**src/rtl/mem_access_port_if.sv**
```systemverilog
// Signal bundle for mem_access_port: the core-side request/response signals
// and the arbiter-side lane. The slave modport is the port block's view; the
// master modport is the view of whatever drives it (core plus arbiter).
interface mem_access_port_if;
    // core side
    logic       start;
    logic       we;
    logic [7:0] addr;
    logic [7:0] wdata;
    logic       busy;
    logic       done;
    logic [7:0] rdata;
    logic       err;

    // arbiter side
    logic       mem_rden;
    logic       mem_wren;
    logic [7:0] mem_addr;
    logic [7:0] mem_din;
    logic       mem_acq;
    logic [7:0] mem_dq;

    modport master (
        output start,
        output we,
        output addr,
        output wdata,
        output mem_acq,
        output mem_dq,
        input  busy,
        input  done,
        input  rdata,
        input  err,
        input  mem_rden,
        input  mem_wren,
        input  mem_addr,
        input  mem_din
    );

    modport slave (
        input  start,
        input  we,
        input  addr,
        input  wdata,
        input  mem_acq,
        input  mem_dq,
        output busy,
        output done,
        output rdata,
        output err,
        output mem_rden,
        output mem_wren,
        output mem_addr,
        output mem_din
    );
endinterface

```
**src/rtl/mem_access_port.sv**
```systemverilog
// mem_access_port: turns a single-cycle core load/store strobe into a held
// request toward a shared RAM arbiter, waits for the grant, counts out the
// fixed read latency and reports completion with a one-cycle done pulse.
//
// Optional feature: define MEM_PORT_TIMEOUT_EN to abort a request that is
// never granted within TIMEOUT_CYC REQ-state cycles (err pulse, no done).
// Without it err is tied low and REQ waits for the grant indefinitely.
//
// All outputs come straight from flops. The request lines and the address/
// data toward the arbiter are loaded on the accepting edge and left alone
// until the transaction finishes, so the arbiter sees a stable request.
module mem_access_port #(
    parameter int RD_LAT      = 2,
    parameter int TIMEOUT_CYC = 255
) (
    input  logic               clk,
    input  logic               rst,
    mem_access_port_if.slave   bus
);

    // Value loaded into the latency counter on the grant. WAIT then runs
    // RD_LAT cycles, so done lands RD_LAT+1 cycles after the grant sample.
    localparam logic [3:0] LAT_LOAD = 4'(RD_LAT - 1);

`ifdef MEM_PORT_TIMEOUT_EN
    // REQ-cycle count at which the request is abandoned.
    localparam logic [7:0] TIMEOUT_LAST = 8'(TIMEOUT_CYC - 1);
`endif

    typedef enum logic [1:0] {
        IDLE = 2'd0,
        REQ  = 2'd1,
        WAIT = 2'd2,
        DONE = 2'd3
    } state_t;

    state_t     state;
    state_t     state_next;

    // registered outputs and their next values
    logic       busy_q,  busy_next;
    logic       done_q,  done_next;
    logic       rden_q,  rden_next;
    logic       wren_q,  wren_next;
    logic [7:0] addr_q,  addr_next;
    logic [7:0] din_q,   din_next;
    logic [7:0] rdata_q, rdata_next;

    // internal state
    logic       we_q,        we_next;
    logic [3:0] lat_cnt,     lat_cnt_next;
    logic       req_first,   req_first_next;

`ifdef MEM_PORT_TIMEOUT_EN
    logic       err_q,   err_next;
    logic [7:0] req_cnt, req_cnt_next;
`endif

    // State register; reset drops straight back to IDLE, abandoning any
    // transaction in flight without a done or err pulse.
    always_ff @(posedge clk or posedge rst) begin
        if (rst) begin
            state <= IDLE;
        end else begin
            state <= state_next;
        end
    end

    // Next-state and next-output decode for the whole transaction sequence.
    always_comb begin
        state_next     = state;
        busy_next      = busy_q;
        done_next      = 1'b0;
        rden_next      = rden_q;
        wren_next      = wren_q;
        addr_next      = addr_q;
        din_next       = din_q;
        rdata_next     = rdata_q;
        we_next        = we_q;
        lat_cnt_next   = lat_cnt;
        req_first_next = req_first;
`ifdef MEM_PORT_TIMEOUT_EN
        err_next       = 1'b0;
        req_cnt_next   = req_cnt;
`endif

        case (state)
            IDLE: begin
                if (bus.start) begin
                    we_next        = bus.we;
                    addr_next      = bus.addr;
                    din_next       = bus.wdata;
                    wren_next      = bus.we;
                    rden_next      = ~bus.we;
                    busy_next      = 1'b1;
                    lat_cnt_next   = 4'd0;
                    req_first_next = 1'b1;
`ifdef MEM_PORT_TIMEOUT_EN
                    req_cnt_next   = 8'd0;
`endif
                    state_next     = REQ;
                end
            end

            REQ: begin
                // The first REQ cycle may still see a grant left over from a
                // previous owner of the lane, so the grant is only trusted
                // from the second REQ cycle on.
                req_first_next = 1'b0;
                if (!req_first && bus.mem_acq) begin
                    lat_cnt_next = LAT_LOAD;
                    state_next   = WAIT;
                end
`ifdef MEM_PORT_TIMEOUT_EN
                else if (req_cnt == TIMEOUT_LAST) begin
                    err_next     = 1'b1;
                    rden_next    = 1'b0;
                    wren_next    = 1'b0;
                    busy_next    = 1'b0;
                    req_cnt_next = 8'd0;
                    state_next   = IDLE;
                end else begin
                    req_cnt_next = req_cnt + 8'd1;
                end
`endif
            end

            WAIT: begin
                // The grant is not looked at here: once granted, the access
                // runs to completion even if the arbiter drops acq early.
                if (lat_cnt == 4'd0) begin
                    if (!we_q) begin
                        rdata_next = bus.mem_dq;
                    end
                    done_next  = 1'b1;
                    rden_next  = 1'b0;
                    wren_next  = 1'b0;
                    state_next = DONE;
                end else begin
                    lat_cnt_next = lat_cnt - 4'd1;
                end
            end

            DONE: begin
                // Requests were already dropped on entry; this cycle plus the
                // IDLE cycle guarantee a gap before the next request.
                busy_next  = 1'b0;
                state_next = IDLE;
            end

            default: begin
                busy_next  = 1'b0;
                rden_next  = 1'b0;
                wren_next  = 1'b0;
                state_next = IDLE;
            end
        endcase
    end

    // Output and datapath registers, cleared to all-zero by reset.
    always_ff @(posedge clk or posedge rst) begin
        if (rst) begin
            busy_q    <= 1'b0;
            done_q    <= 1'b0;
            rden_q    <= 1'b0;
            wren_q    <= 1'b0;
            addr_q    <= 8'h00;
            din_q     <= 8'h00;
            rdata_q   <= 8'h00;
            we_q      <= 1'b0;
            lat_cnt   <= 4'd0;
            req_first <= 1'b0;
        end else begin
            busy_q    <= busy_next;
            done_q    <= done_next;
            rden_q    <= rden_next;
            wren_q    <= wren_next;
            addr_q    <= addr_next;
            din_q     <= din_next;
            rdata_q   <= rdata_next;
            we_q      <= we_next;
            lat_cnt   <= lat_cnt_next;
            req_first <= req_first_next;
        end
    end

`ifdef MEM_PORT_TIMEOUT_EN
    // Timeout bookkeeping: REQ-cycle counter and the err pulse flop.
    always_ff @(posedge clk or posedge rst) begin
        if (rst) begin
            err_q   <= 1'b0;
            req_cnt <= 8'd0;
        end else begin
            err_q   <= err_next;
            req_cnt <= req_cnt_next;
        end
    end

    assign bus.err = err_q;
`else
    assign bus.err = 1'b0;
`endif

    assign bus.busy     = busy_q;
    assign bus.done     = done_q;
    assign bus.rdata    = rdata_q;
    assign bus.mem_rden = rden_q;
    assign bus.mem_wren = wren_q;
    assign bus.mem_addr = addr_q;
    assign bus.mem_din  = din_q;

endmodule

```
**src/flat_wrapper.sv**
```systemverilog
// flat-port wrapper written by rule: the top's interface ports become plain ports
module mem_access_port_flat 
#(
    parameter int RD_LAT      = 2,
    parameter int TIMEOUT_CYC = 255
)
  (clk, rst, bus_start, bus_we, bus_addr, bus_wdata, bus_mem_acq, bus_mem_dq, bus_busy, bus_done, bus_rdata, bus_err, bus_mem_rden, bus_mem_wren, bus_mem_addr, bus_mem_din);
  mem_access_port_if bus_i ();
  input  logic clk;
  input  logic rst;
  input wire logic [$bits(bus_i.start)-1:0] bus_start;
  input wire logic [$bits(bus_i.we)-1:0] bus_we;
  input wire logic [$bits(bus_i.addr)-1:0] bus_addr;
  input wire logic [$bits(bus_i.wdata)-1:0] bus_wdata;
  input wire logic [$bits(bus_i.mem_acq)-1:0] bus_mem_acq;
  input wire logic [$bits(bus_i.mem_dq)-1:0] bus_mem_dq;
  output wire logic [$bits(bus_i.busy)-1:0] bus_busy;
  output wire logic [$bits(bus_i.done)-1:0] bus_done;
  output wire logic [$bits(bus_i.rdata)-1:0] bus_rdata;
  output wire logic [$bits(bus_i.err)-1:0] bus_err;
  output wire logic [$bits(bus_i.mem_rden)-1:0] bus_mem_rden;
  output wire logic [$bits(bus_i.mem_wren)-1:0] bus_mem_wren;
  output wire logic [$bits(bus_i.mem_addr)-1:0] bus_mem_addr;
  output wire logic [$bits(bus_i.mem_din)-1:0] bus_mem_din;
  assign bus_i.start = bus_start;
  assign bus_i.we = bus_we;
  assign bus_i.addr = bus_addr;
  assign bus_i.wdata = bus_wdata;
  assign bus_i.mem_acq = bus_mem_acq;
  assign bus_i.mem_dq = bus_mem_dq;
  assign bus_busy = bus_i.busy;
  assign bus_done = bus_i.done;
  assign bus_rdata = bus_i.rdata;
  assign bus_err = bus_i.err;
  assign bus_mem_rden = bus_i.mem_rden;
  assign bus_mem_wren = bus_i.mem_wren;
  assign bus_mem_addr = bus_i.mem_addr;
  assign bus_mem_din = bus_i.mem_din;
  mem_access_port #(.RD_LAT(RD_LAT), .TIMEOUT_CYC(TIMEOUT_CYC)) u_core (.clk(clk), .rst(rst), .bus(bus_i));
endmodule
```
**config.mk**
```make
export PLATFORM = sky130hd
export DESIGN_NAME = mem_access_port_flat
export DESIGN_NICKNAME = d
export VERILOG_FILES = /design/src/rtl/mem_access_port_if.sv /design/src/rtl/mem_access_port.sv /design/src/flat_wrapper.sv
export SDC_FILE = /design/constraint.sdc
export NUM_CORES = 1
export LEC_CHECK = 0
export ABC_AREA = 1
export BUFFER_PORTS_ARGS = -buffer_cell sky130_fd_sc_hd__clkbuf_2
export CAP_MARGIN = 20
export CORE_MARGIN = 4
export CORE_UTILIZATION = 53
export CTS_CLUSTER_SIZE = 28
export DETAILED_ROUTE_END_ITERATION = 8
export PLACE_DENSITY = 0.84
export SYNTH_ARGS = -nofsm -noshare
export SYNTH_HDL_FRONTEND = slang
export SYNTH_SLANG_ARGS = --single-unit
```
**constraint.sdc**
```tcl
create_clock -name clk -period 2.23 [get_ports clk]
set_clock_uncertainty 0.15 [all_clocks]
set_input_delay 0.1115 -clock clk [delete_from_list [all_inputs] [get_ports clk]]
set_output_delay 0.1115 -clock clk [all_outputs]
set_load 0.02 [all_outputs]
```
==> results of run 1 <==
cell usage in the layout (no fill, tap or decap), types with 2 or more instances in the layout:
cell type,synthesis,layout
nand3_1,10,10
dlygate4sd3_1,0,28
inv_1,18,18
ha_1,7,7
nand2_2,2,2
nor2_1,6,6
inv_2,2,2
clkbuf_4,0,5
clkbuf_2,0,56
o21ai_0,8,8
nand4_1,2,2
buf_4,1,3
dfrtp_1,36,36
o22ai_1,2,2
nor2_2,2,2
clkinv_2,0,2
nand2_1,94,94
logic make-up (layout without fill, tap and decap cells):
family                     after synthesis  count (layout)  share of synthesized area, %
buffers and inverters                   23             115                         5.994
AOI/OAI and AO/OA                       11              11                         3.490
DFF                                     36              36                         54.63
and+or+nand+nor                        119             119                         30.35
other                                    1               1                        0.2274
adders and majority gates                7               7                         5.311
worst min-delay path by stage:
| stage | slack, ns | start | to |
|---|---|---|---|
| 2_1_floorplan | 0.07 | bus_addr[0] | u_core.bus.mem_addr[0] |
| 3_3_place_gp | 0.01 | rst | u_core.we_q |
| 3_5_place_dp | 0.01 | rst | u_core.we_q |
| 4_1_cts | 0.004 | bus_mem_acq | u_core.state[0] |
| 5_1_grt | 0.07 | bus_mem_acq | u_core.state[0] |
| 6_report | 0.02 | bus_mem_acq | u_core.state[0] |
through the flow:
step	instances	instance area (sq um)
2_1_floorplan	197	1649
3_3_place_gp	284	1967
3_5_place_dp	284	1967
4_1_cts	320	2303
5_1_grt	320	2303
6_report	320	2303
flip-flops by register name (all words and copies together), names as in the netlist:
register	count
u_core.bus.mem_rden	1
u_core.bus.rdata	8
u_core.state	2
u_core.bus.mem_din	8
u_core.bus.busy	1
u_core.req_first	1
u_core.lat_cnt	4
u_core.bus.mem_wren	1
u_core.we_q	1
u_core.bus.mem_addr	8
u_core.bus.done	1
final cells by class:
| cell class | instances | share of cell area [%] |
|---|---|---|
| Sequential cell | 36 | 39.11 |
| Multi-Input combinational cell | 138 | 28.19 |
| Timing Repair Buffer | 87 | 25.31 |
| Inverter | 20 | 3.259 |
| Tap cell | 31 | 1.684 |
| Clock buffer | 5 | 1.630 |
| Clock inverter | 3 | 0.8148 |
metal layers:
| layer | part of all wire [%] | up-vias | track usage, % |
|---|---|---|---|
| li1 | - | 786 | - |
| met1 | 39 | 737 | 25.14 |
| met2 | 53 | 58 | 39.48 |
| met3 | 6.0 | 8 | 4.378 |
| met4 | 2.3 | 0 | 9.164 |
| met5 | 0 | - | 0 |
power breakdown:
group / internal (mW) / switching [mW] / total, mW
Combinational: 0.564 / 1.13 / 1.70
Sequential: 0.965 / 0.201 / 1.17
Clock: 0.121 / 0.223 / 0.344
repair_timing:
item,in CTS,in global routing
resized for setup,0,0
buffers inserted,0,0
hold buffers,28,0
hold endpoints to repair,39,0
worst max-delay path: stages (launching register included):
cell and delay, ns:
dfrtp_1 0.44, inv_1 0.10, ha_1 0.27, inv_1 0.20, nand4_1 0.09, dlygate4sd3_1 0.56
nand2_1 0.06
==> impl_metrics.yaml, run 1 <==
die:
  io-pin-count: 58
  core_area_sq_mm: 0.002853
  fp.dieArea_sq_mm: 0.004068
  die_w_microns: 63.78
  initial_core_util_pct: 57.81
  die_h_microns: 63.78
  rows: 19
run:
  maxCapViolCount: 0
final_layout:
  post-route-util_pct: 80.75
  area_growth_pct: 39.68
  drive_above_1_share_pct: 26.30
  antenna_cells: 0
  ff_latch_area_sq_um: 900.9
  multi_input_area_sq_um: 649.4
  final_nets: 324
  fillers: 187
place:
  gp_congestion: 0.8705
  io_buffers: 56
  pre_cts_slack_ns: 0.5924
  hpwl_mm: 2.737
clocking:
  insertion_delay_ns: 0.33
  cts_tree: "yes"
  cts_made_buffers: 5
  cts-root-buf: "clkbuf_4"
  clockBufferDepth: 2
  numClockSinks: 36
  h-tree-depth: 2
  clk_pin_slew_worst_paths_ns: 0.11
synthesis:
  syn-num-nets: 233
  synth_top_area_share_pct: 54.63
  ys_ff_latch: 36
  synth_cell_type_count: 20
  synth_largest_area_cell: "dfrtp_1"
  post-synth-top-count-cell: "nand2_1"
  synthFlopType: "dfrtp_1"
  ys_warn_count: 0
  synthCells: 197
  synth.avg_cell_area_sq_um: 8.371
  synthTopCellsByArea: "dfrtp_1 55%, nand2_1 21%, ha_1 5.3%, inv_1 4.1%, nand3_1 3.0%"
  synth_edf_count: 0
  async_flop_share_pct: 100.0
  ys_seq_area_share_pct: 54.63
  synth_area_sq_mm: 0.001649
  netlist_top_cells_count: "94 x nand2_1, 36 x dfrtp_1, 18 x inv_1"
setup_path:
  reg2regPathDepth: 6
  crit_type: "reg2reg"
  cp.required_ns: 2.36
  worstSetupEndpoint: "u_core.bus.mem_wren"
  timing.rr.start: "u_core.state[0]"
  crit_arrival_ns: 2.06
  timing.rr.end: "u_core.bus.mem_wren"
  cp-startpoint: "u_core.state[0]"
  startpoint_type: "flip-flop"
  endpoint_kind: "flip-flop"
  cp_max_fo: 6
  reg2reg_slack_ns: 0.30
sta:
  fin_crit_sh_pct: 86.56
  setup_slack_ns: 0.2998
  setup_tns_ns: 0
  max_freq_mhz: 518.1
  slew_violations: 0
  worst-slew-pin-transition_ns: 0.5528
  setup_viol: 0
  period_needed_ns: 1.930
  slew_headroom_pct: 63.11
  finalHoldViolCount: 0
  whs_ns: 0.01928
  rsz0062_at_grt: "no"
drt:
  dr.pass1.iters: 5
  vias: 1589
  ant_nets: 0
  drc: 0
  wl_per_cell_microns: 13.04
  wl_mm: 4.174
  drt-initial-drc-count: 126
  via_per_inst: 4.966
min_path:
  hold_path_class: "in2reg"
  hold_depth: 5
power_and_ir_drop:
  irDropWorstVdd_uv: 846.5
  p_leak_nw: 1.351
  power.density_mw_per_mm2: 1392
  fin_total_pwr_mw: 3.206
global_route:
  track_usage_pct: 21.89
  overflow: 0
  grt_pass1_wl_mm: 6.941
  grt_max_degree: 19
  antenna_found_initial: 0
  grt_pass1_vias: 1495
run_status:
  status: "finished, final reports clean"
No activity file was read; power rests on OpenSTA's default activity.
==> run 2: changes to the inputs <==
Settings changed: CORE_UTILIZATION 53 to 49, PLACE_DENSITY 0.84 to 0.79.
Clock period 2.23 ns to 2.2 ns, I/O delays scaled along.
==> run 2 against run 1 <==
Critical path depth did not move. First-iteration DRC count rose by 33%. Hold slack got worse by 0.0034 ns. Die area rose by 7.1%. Via count fell by 1.4%. Routed wire length fell by 2.9%. Non-clock buffer count fell by 1. Sequential share of layout area fell by 0.79 points. Core utilization fell by 5.6 points. Combinational power barely moved. Cell count rose by 3.8%.
==> impl_metrics.yaml, run 2 (same netlist as run 1, synthesis figures left out) <==
drt:
  wl_per_cell_microns: 12.20
  via_per_inst: 4.720
  ant_nets: 0
  vias: 1567
  drt-initial-drc-count: 167
  drc: 0
  dr.pass1.iters: 4
  wl_mm: 4.051
setup_path:
  cp_common_cell: "inv_1"
  timing.rr.end: "u_core.bus.mem_wren"
  cp.required_ns: 2.33
  cp-startpoint: "u_core.state[0]"
  cp_max_fo: 6
  timing.rr.start: "u_core.state[0]"
  path_delay_family: "buffers and inverters"
  crit_arrival_ns: 2.06
  critPathBufInv: 3
  reg2regPathDepth: 6
  reg2reg_slack_ns: 0.27
  endpoint_kind: "flip-flop"
  max_stage_delay_ns: 0.57
  crit_type: "reg2reg"
  startpoint_type: "flip-flop"
  cp_slowest_cell: "dlygate4sd3_1"
  worstSetupEndpoint: "u_core.bus.mem_wren"
  worst-path-stages: 6
  cp_cell_sequence: "inv_1 > ha_1 > inv_1 > nand4_1 > dlygate4sd3_1 > nand2_1"
final_layout:
  post-route-util_pct: 75.16
  ff_latch_area_sq_um: 900.9
  final_nets: 323
  drive_above_1_share_pct: 26.04
  fillers: 213
  final_common_cell: "nand2_1"
  layout_common_cells: "94 x nand2_1, 56 x clkbuf_2, 36 x dfrtp_1"
  multi_input_area_sq_um: 649.4
  area_growth_pct: 42.56
  fin_cells: 332
  finalInstanceArea_sq_mm: 0.002351
  antenna_cells: 0
sta:
  setup_viol: 0
  period_needed_ns: 1.933
  max_freq_mhz: 517.4
  setup_tns_ns: 0
  fin_crit_sh_pct: 87.85
  setup_slack_ns: 0.2674
  finalHoldViolCount: 0
  rsz0062_at_grt: "no"
  whs_ns: 0.01586
  slew_violations: 0
die:
  io-pin-count: 58
  die_h_microns: 66.01
  rows: 20
  initial_core_util_pct: 52.72
  fp.dieArea_sq_mm: 0.004357
  core_area_sq_mm: 0.003128
  die_w_microns: 66.01
clocking:
  cts_tree: "yes"
  numClockSinks: 36
  clk_pin_slew_worst_paths_ns: 0.10
  cts-resized-gates: 0
  cts_made_buffers: 5
  cts-root-buf: "clkbuf_4"
  h-tree-depth: 2
  insertion_delay_ns: 0.33
  clockBufferDepth: 2
min_path:
  hold_path_class: "in2reg"
place:
  pre_cts_slack_ns: 0.5959
  gp_congestion: 0.7974
  place_area_sq_mm: 0.001976
  hpwl_mm: 2.577
  post-place-cells: 296
  io_buffers: 56
power_and_ir_drop:
  p_leak_nw: 1.362
  power.density_mw_per_mm2: 1445
  fin_total_pwr_mw: 3.398
  irDropWorstVdd_uv: 694.2
global_route:
  antenna_found_initial: 0
  track_usage_pct: 21.16
  grt_max_degree: 37
  grt_pass1_wl_mm: 6.941
  grt_pass1_vias: 1509
  overflow: 0
run:
  maxCapViolCount: 0
run_status:
  status: "finished, final reports clean"
-- run 2: cell count changes in the layout (fill, tap and decap cells not counted) --
cell	change
buf_4	-1
bufinv_16	+1
clkbuf_8	+2
clkinv_2	-2
clkinv_4	-1
-- run 2: worst min path at each step --
stage,startpoint,to,slack [ns],depth (start not counted)
after floorplan,bus_addr[0],u_core.bus.mem_addr[0],0.07,2
after global placement,rst,u_core.bus.rdata[2],0.07,3
after detailed placement,rst,u_core.bus.rdata[2],0.07,3
after CTS,bus_mem_acq,u_core.state[0],0.008,5
after global routing,bus_mem_acq,u_core.state[0],0.02,5
final,bus_mem_acq,u_core.state[0],0.02,5
-- run 2: final cells by class --
cell class                      instances  area share [%]
Inverter                               20           3.193
Multi-Input combinational cell        138           27.62
Clock buffer                            7           2.767
Tap cell                               44           2.342
Sequential cell                        36           38.32
Timing Repair Buffer                   86           24.48
Clock inverter                          1           1.277
-- run 2: worst min-delay path, delay by kind of cell --
family                 cells  cell delay, ns
AND/OR/NAND/NOR            3            0.20
AO/OA/AOI/OAI              1            0.08
buffers and inverters      1            0.08
-- run 2: per-layer routing --
layer	global-route usage, %	routed length, microns	up-vias
met5	0	0	-
met4	8.376	77	0
met1	26.32	1718	719
met3	6.122	220	10
li1	-	-	787
met2	34.54	2035	51
-- run 2: report_power, final --
| group | internal, mW | total, mW | leakage [nW] | switching, mW |
|---|---|---|---|---|
| clock network | 0.302 | 0.519 | 0.0515 | 0.218 |
| registers | 0.979 | 1.18 | 0.452 | 0.199 |
| logic | 0.569 | 1.70 | 0.859 | 1.13 |
| total | 1.85 | 3.40 | 1.36 | 1.55 |
-- run 2: repair_timing --
item | in CTS | in global routing
hold buffers | 28 | 0
hold endpoints to repair | 63 | 0
setup buffers | 0 | 0
